[src/rtl/btn_debounce.sv]
// Button/switch debouncer: captures a raw level, qualifies it for STABLE_CNT cycles, then emits
// a clean level plus one-cycle rise/fall strobes. Define BTN_DEBOUNCE_SYNC_EN for a 2-flop sync.
module btn_debounce #(
    parameter int unsigned STABLE_CNT = 16,
    parameter int unsigned CNT_W      = 5
) (
    input  logic clk,
    input  logic reset,
    input  logic in,
    output logic out,
    output logic rise,
    output logic fall
);

    typedef enum logic {
        StStableLo = 1'b0,
        StStableHi = 1'b1
    } state_e;

    localparam logic [CNT_W-1:0] LastCnt = CNT_W'(STABLE_CNT - 1);

    state_e           state_q, state_d;
    logic [CNT_W-1:0] cnt_q, cnt_d;
    logic             rise_q, rise_d;
    logic             fall_q, fall_d;
    logic             s_q;

`ifdef BTN_DEBOUNCE_SYNC_EN
    logic sync_q;

    always_ff @(posedge clk) begin
        if (reset) begin
            sync_q <= 1'b0;
            s_q    <= 1'b0;
        end else begin
            sync_q <= in;
            s_q    <= sync_q;
        end
    end
`else
    always_ff @(posedge clk) begin
        if (reset) begin
            s_q <= 1'b0;
        end else begin
            s_q <= in;
        end
    end
`endif

    always_comb begin
        state_d = state_q;
        cnt_d   = cnt_q;
        rise_d  = 1'b0;
        fall_d  = 1'b0;
        unique case (state_q)
            StStableLo: begin
                if (!s_q) begin
                    cnt_d = '0;
                end else if (cnt_q == LastCnt) begin
                    cnt_d   = '0;
                    state_d = StStableHi;
                    rise_d  = 1'b1;
                end else begin
                    cnt_d = cnt_q + CNT_W'(1);
                end
            end
            StStableHi: begin
                if (s_q) begin
                    cnt_d = '0;
                end else if (cnt_q == LastCnt) begin
                    cnt_d   = '0;
                    state_d = StStableLo;
                    fall_d  = 1'b1;
                end else begin
                    cnt_d = cnt_q + CNT_W'(1);
                end
            end
            default: begin
                state_d = StStableLo;
                cnt_d   = '0;
            end
        endcase
    end

    always_ff @(posedge clk) begin
        if (reset) begin
            state_q <= StStableLo;
            cnt_q   <= '0;
            rise_q  <= 1'b0;
            fall_q  <= 1'b0;
        end else begin
            state_q <= state_d;
            cnt_q   <= cnt_d;
            rise_q  <= rise_d;
            fall_q  <= fall_d;
        end
    end

    assign out  = (state_q == StStableHi);
    assign rise = rise_q;
    assign fall = fall_q;

endmodule

[config.mk]
export PLATFORM = sky130hd
export DESIGN_NAME = btn_debounce
export DESIGN_NICKNAME = d
export VERILOG_FILES = /design/src/rtl/btn_debounce.sv
export SDC_FILE = /design/constraint.sdc
export NUM_CORES = 1
export LEC_CHECK = 0
export CAP_MARGIN = 20
export CORE_AREA = 2 2 39 41
export CTS_CLUSTER_DIAMETER = 40
export CTS_CLUSTER_SIZE = 25
export DETAILED_ROUTE_END_ITERATION = 10
export DIE_AREA = 0 0 41 43
export SYNTH_ARGS = -nofsm -noshare
export SYNTH_HDL_FRONTEND = slang
export SYNTH_SLANG_ARGS = --single-unit
[constraint.sdc]
create_clock -name clk -period 1.11 [get_ports clk]
set_input_delay 0.111 -clock clk [delete_from_list [all_inputs] [get_ports clk]]
set_output_delay 0.111 -clock clk [all_outputs]
set_load 0.005 [all_outputs]
## Yosys cells after proc, flatten, opt, wreduce, memory -nomap -nowiden

Index checks and enable logic that the tools add are counted.

- Register bits: 9
- Bits in latches: 0
- RAM bits: 0
- Bits in read-only memories: 0
- Input port bits: 3
- Output and inout bits: 3
- Logic and storage cells: 19
- Memories: 0

- $add $sub $neg: 1
- Multiply operators: 0
- Divide/modulo/power cells: 0
- Magnitude comparators: 0
- Equal/unequal tests: 1
- Shift operators: 0
- Multiplexer cells: 9
- Bitwise operators: 1
- Reductions and logical operators: 2

Operator list:

| cell | number |
|---|---|
| 5-bit 2-to-1 mux | 3 |
| 5-bit case mux with 2 select lines | 1 |
| 5-bit by 1-bit adder with 5-bit output (second input constant) | 1 |
| 5-bit by 4-bit equality test with 1-bit output (second input constant) | 1 |
| 1-bit 2-to-1 mux | 4 |
| 3-bit OR reduction | 1 |
| 1-bit case mux with 2 select lines | 1 |
| 2-bit OR reduction | 1 |
| 1-bit inverter | 1 |

## Logic depth before layout (Yosys ltp)

- Depth after elaboration: 4
- Depth in mapped cells: 4

## Worst setup path after synthesis

OpenSTA, ideal clock, no wires.

- Kind: register to register
- From: reg cnt_q[0]
- To: reg with a tool-made name
- Arrival time: 0.893 ns
- Required time: 0.996 ns
- Path slack: 0.103 ns
- Stages on the path, launching flop included: 5
- Path buffers: 0
- Clock period less this slack: 1.007 ns
- Cell sequence: dfxtp_1 > ha_1 > nand4b_2 > mux2i_1 > nor2_1

RTL lines:

| what | RTL line | source |
|---|---|---|
| start: declaration | 23 | `logic [CNT_W-1:0] cnt_q, cnt_d;` |
| start signal: assignment | 93 | `cnt_q <= cnt_d;` |

## Worst setup path after layout

- From: reg cnt_q[0]
- To: reg cnt_q[2]

- Word-level cells in the longest chain between the ends: 4

RTL lines:

| what | RTL line | source |
|---|---|---|
| 5-bit by 1-bit adder with 5-bit output / 5-bit by 4-bit equality test with 1-bit output (equally long branches) | - |  |
| 5-bit 2-to-1 mux (*) | 59, 70 |  |
| 5-bit 2-to-1 mux, on equally long branches | 68, 57 |  |
| 5-bit case mux with 2 select lines (*) | 55 | `unique case (state_q)` |

Every way passes the cells marked *; elsewhere a longest branch is shown, timed or not.
A chain may end at the register's enable or synchronous reset.

==> results by group <==
Clock tree
  – CTS tree: done
  – # Post-CTS Setup Buffers: 0
  – Root Driver: clkbuf_4
  – TritonCTS Sinks: 9
  – CTS Hold Bufs: 0
  – CTS buffer count: 3
  – Clock-pin slew on the worst setup and hold paths: 0.06 ns
  – Clock Latency Late Sink: 0.25 ns
  – Htree depth: 1
  – Max Root-Sink Buffers: 2

Floorplan
  – Chip height: between 40 and 50 um
  – Site row count: 14
  – Initial Util: 0.231
  – I/O Pins: 6
  – Die area: approximately 1800 um^2
  – Die Wd: 41 um
  – Standard cell core area: 1380 um^2

Global routing
  – Total grt overflow: 0
  – Gr usage total: 0.0737
  – First-pass GRT wire length: between 800 and 900 um
  – Largest net degree at the start of global routing: 7
  – Vias in the first global route: between 200 and 250
  – Initial antenna violation count: 0

Drt
  – Antenna Nets Post-Route: 0
  – Drt initial violations: 10
  – Wire per inst: ~9.3 um
  – Vias/cell: 4.27
  – DRC violations left: 0
  – Final WL: between 500 and 600 um
  – Drt first pass iters: 4
  – Via count: between 200 and 250

Final layout
  – P&R area growth vs syn: 37.5%
  – Final antenna diode count: 0
  – Fin area: about 440 um^2
  – Share of cells above drive strength 1: 0.231
  – Nets: 44

Logic synthesis
  – Cells after synthesis: 28
  – Syn_area_per_cell: ~11 um^2
  – Seq cells post-synth: 9
  – Syn_nets: 32
  – Ys Warns: 0
  – Sequential share of the synthesized area: 0.563
  – Netlist cell types: 15
  – Number of flops mapped to enable cells by yosys: 0
  – Post-synth top area share: 0.563
  – Top-count cell post-synth: dfxtp_1
  – Asr flop ratio synth: 0
  – Mapped Area: between 300 and 400 um^2
  – Synth area leaders: dfxtp_1, and3_1, nand4b_2, ha_1, nand2b_1
  – Synth cell count leaders: dfxtp_1, and3_1, nand2b_1, nand3_1, nor3_1
  – Main synth FF type: dfxtp_1
  – Cell taking the most area after synthesis: dfxtp_1

STA
  – Maximum clock frequency: between 900 and 1000 MHz
  – Final hold violations: 0
  – Max Slew Vio Count: 0
  – Max-slew headroom: 0.861
  – Fin Hold WS: approximately 0.40 ns
  – Slew @ Worst Pin: roughly 0.21 ns
  – Unrepaired setup endpoints after global routing: no
  – TNS Setup: 0 ns
  – Min cycle time layout: approximately 1.1 ns
  – Period utilisation layout: 0.959
  – Setup-failing EPs final: 0
  – Final clock skew: approximately 0.00033 ns

Placement
  – GP Congestion: ~0.63
  – DP HPWL: roughly 350 um
  – Port buffer count: 5
  – Placed cell area: 405 um^2

Job
  – MaxCap Viol Count: 0

Power
  – Pwr dens: 1360 nW/um^2
  – Max VDD drop: approximately 0.62 mV
  – Leakage: about 0.24 nW

Worst setup path
  – Critical path peak fanout: 3
  – Critical Path Sink Type: flip-flop
  – Worst EP required: around 1.3 ns
  – Critical path class: reg -> reg
  – CP arrival: roughly 1.2 ns
  – Crit path launch type: flip-flop

Min path
  – Hold Crit Class: in -> reg

Run status
  – Status: finished, final reports clean
-- power breakdown --
part	switching, W	internal, W	total (W)
registers	0.00000287	0.000327	0.000330
logic	0.00000754	0.0000132	0.0000207
clock network	0.000109	0.000138	0.000247
total	0.000120	0.000478	0.000598
-- layout make-up --
type	instances	area [um^2]
fillers	146	943
flip-flops and latches	9	181
multi-input cells	19	151
repair buffers	7	61.3
clock buffers	4	26.3
well taps	16	20.0
-- cells by family (layout without fill, tap and decap cells) --
logic type,after synthesis,in the layout,share of synthesized area
AO/OA/AOI/OAI,1,1,0.0273
AND/OR/NAND/NOR,14,14,0.285
flip-flops,9,9,0.562
adder cells (fa/ha/maj),1,1,0.0391
multiplexers,1,1,0.0313
buffers and inverters,0,11,0
XOR/XNOR,2,2,0.0547
-- per-layer routing --
metal  vias up  wire length (um)  global-route usage
li1        122                 -                   -
met1       107               232              0.0984
met2         6               240              0.0781
met3         0                37              0.0471
met4         0                 0              0.0600
met5         -                 0                   0
-- worst max-delay path, stage by stage (launching register included) --
cell and delay, ns:
dfxtp_1 0.33, ha_2 0.21, buf_4 0.14, xor2_1 0.13, and2_1 0.15
-- through the flow --
| stage | power (W) | setup WS, ns | util | instances |
|---|---|---|---|---|
| 2_1_floorplan | 0.000343 | 0.103 | - | 28 |
| 3_3_place_gp | 0.000357 | 0.0756 | 0.293 | 51 |
| 3_5_place_dp | 0.000357 | 0.0429 | 0.293 | 51 |
| 4_1_cts | 0.000610 | 0.0292 | 0.310 | 55 |
| 5_1_grt | 0.000627 | 0.0153 | 0.318 | 55 |
| 6_report | 0.000598 | 0.0459 | 0.318 | 55 |
-- cell usage in the layout (no fill, tap or decap), drive strengths merged --
cell	Yosys	routed
clkdlybuf4s50	0	2
mux2i	1	1
dlygate4sd2	0	3
xnor2	1	1
nor2	1	1
nor2b	1	1
buf	0	2
nand2b	2	2
nand4b	1	1
and3	3	3
nand3	2	2
and2	1	1
xor2	1	1
and3b	1	1
clkbuf	0	4
a21oi	1	1
dfxtp	9	9
ha	1	1
nor3	2	2
-- path summary, 6_finish.rpt --
kind / start / end / slack [ns] / cells after the start
max: cnt_q[0]$_SDFF_PP0_ / cnt_q[2]$_SDFF_PP0_ / 0.05 / 4
min: in / s_q$_SDFF_PP0_ / 0.40 / 2
max reg2reg: cnt_q[0]$_SDFF_PP0_ / cnt_q[2]$_SDFF_PP0_ / 0.05 / 4
min reg2reg: cnt_q[4]$_SDFF_PP0_ / cnt_q[4]$_SDFF_PP0_ / 0.49 / 1
-- timing repair --
| item | 4_1_cts | 5_1_grt |
|---|---|---|
| resized for setup | 4 | 2 |
| setup endpoints to repair | 3 | 7 |
| pin swaps | 0 | 0 |
No activity file was read; power rests on OpenSTA's default activity.
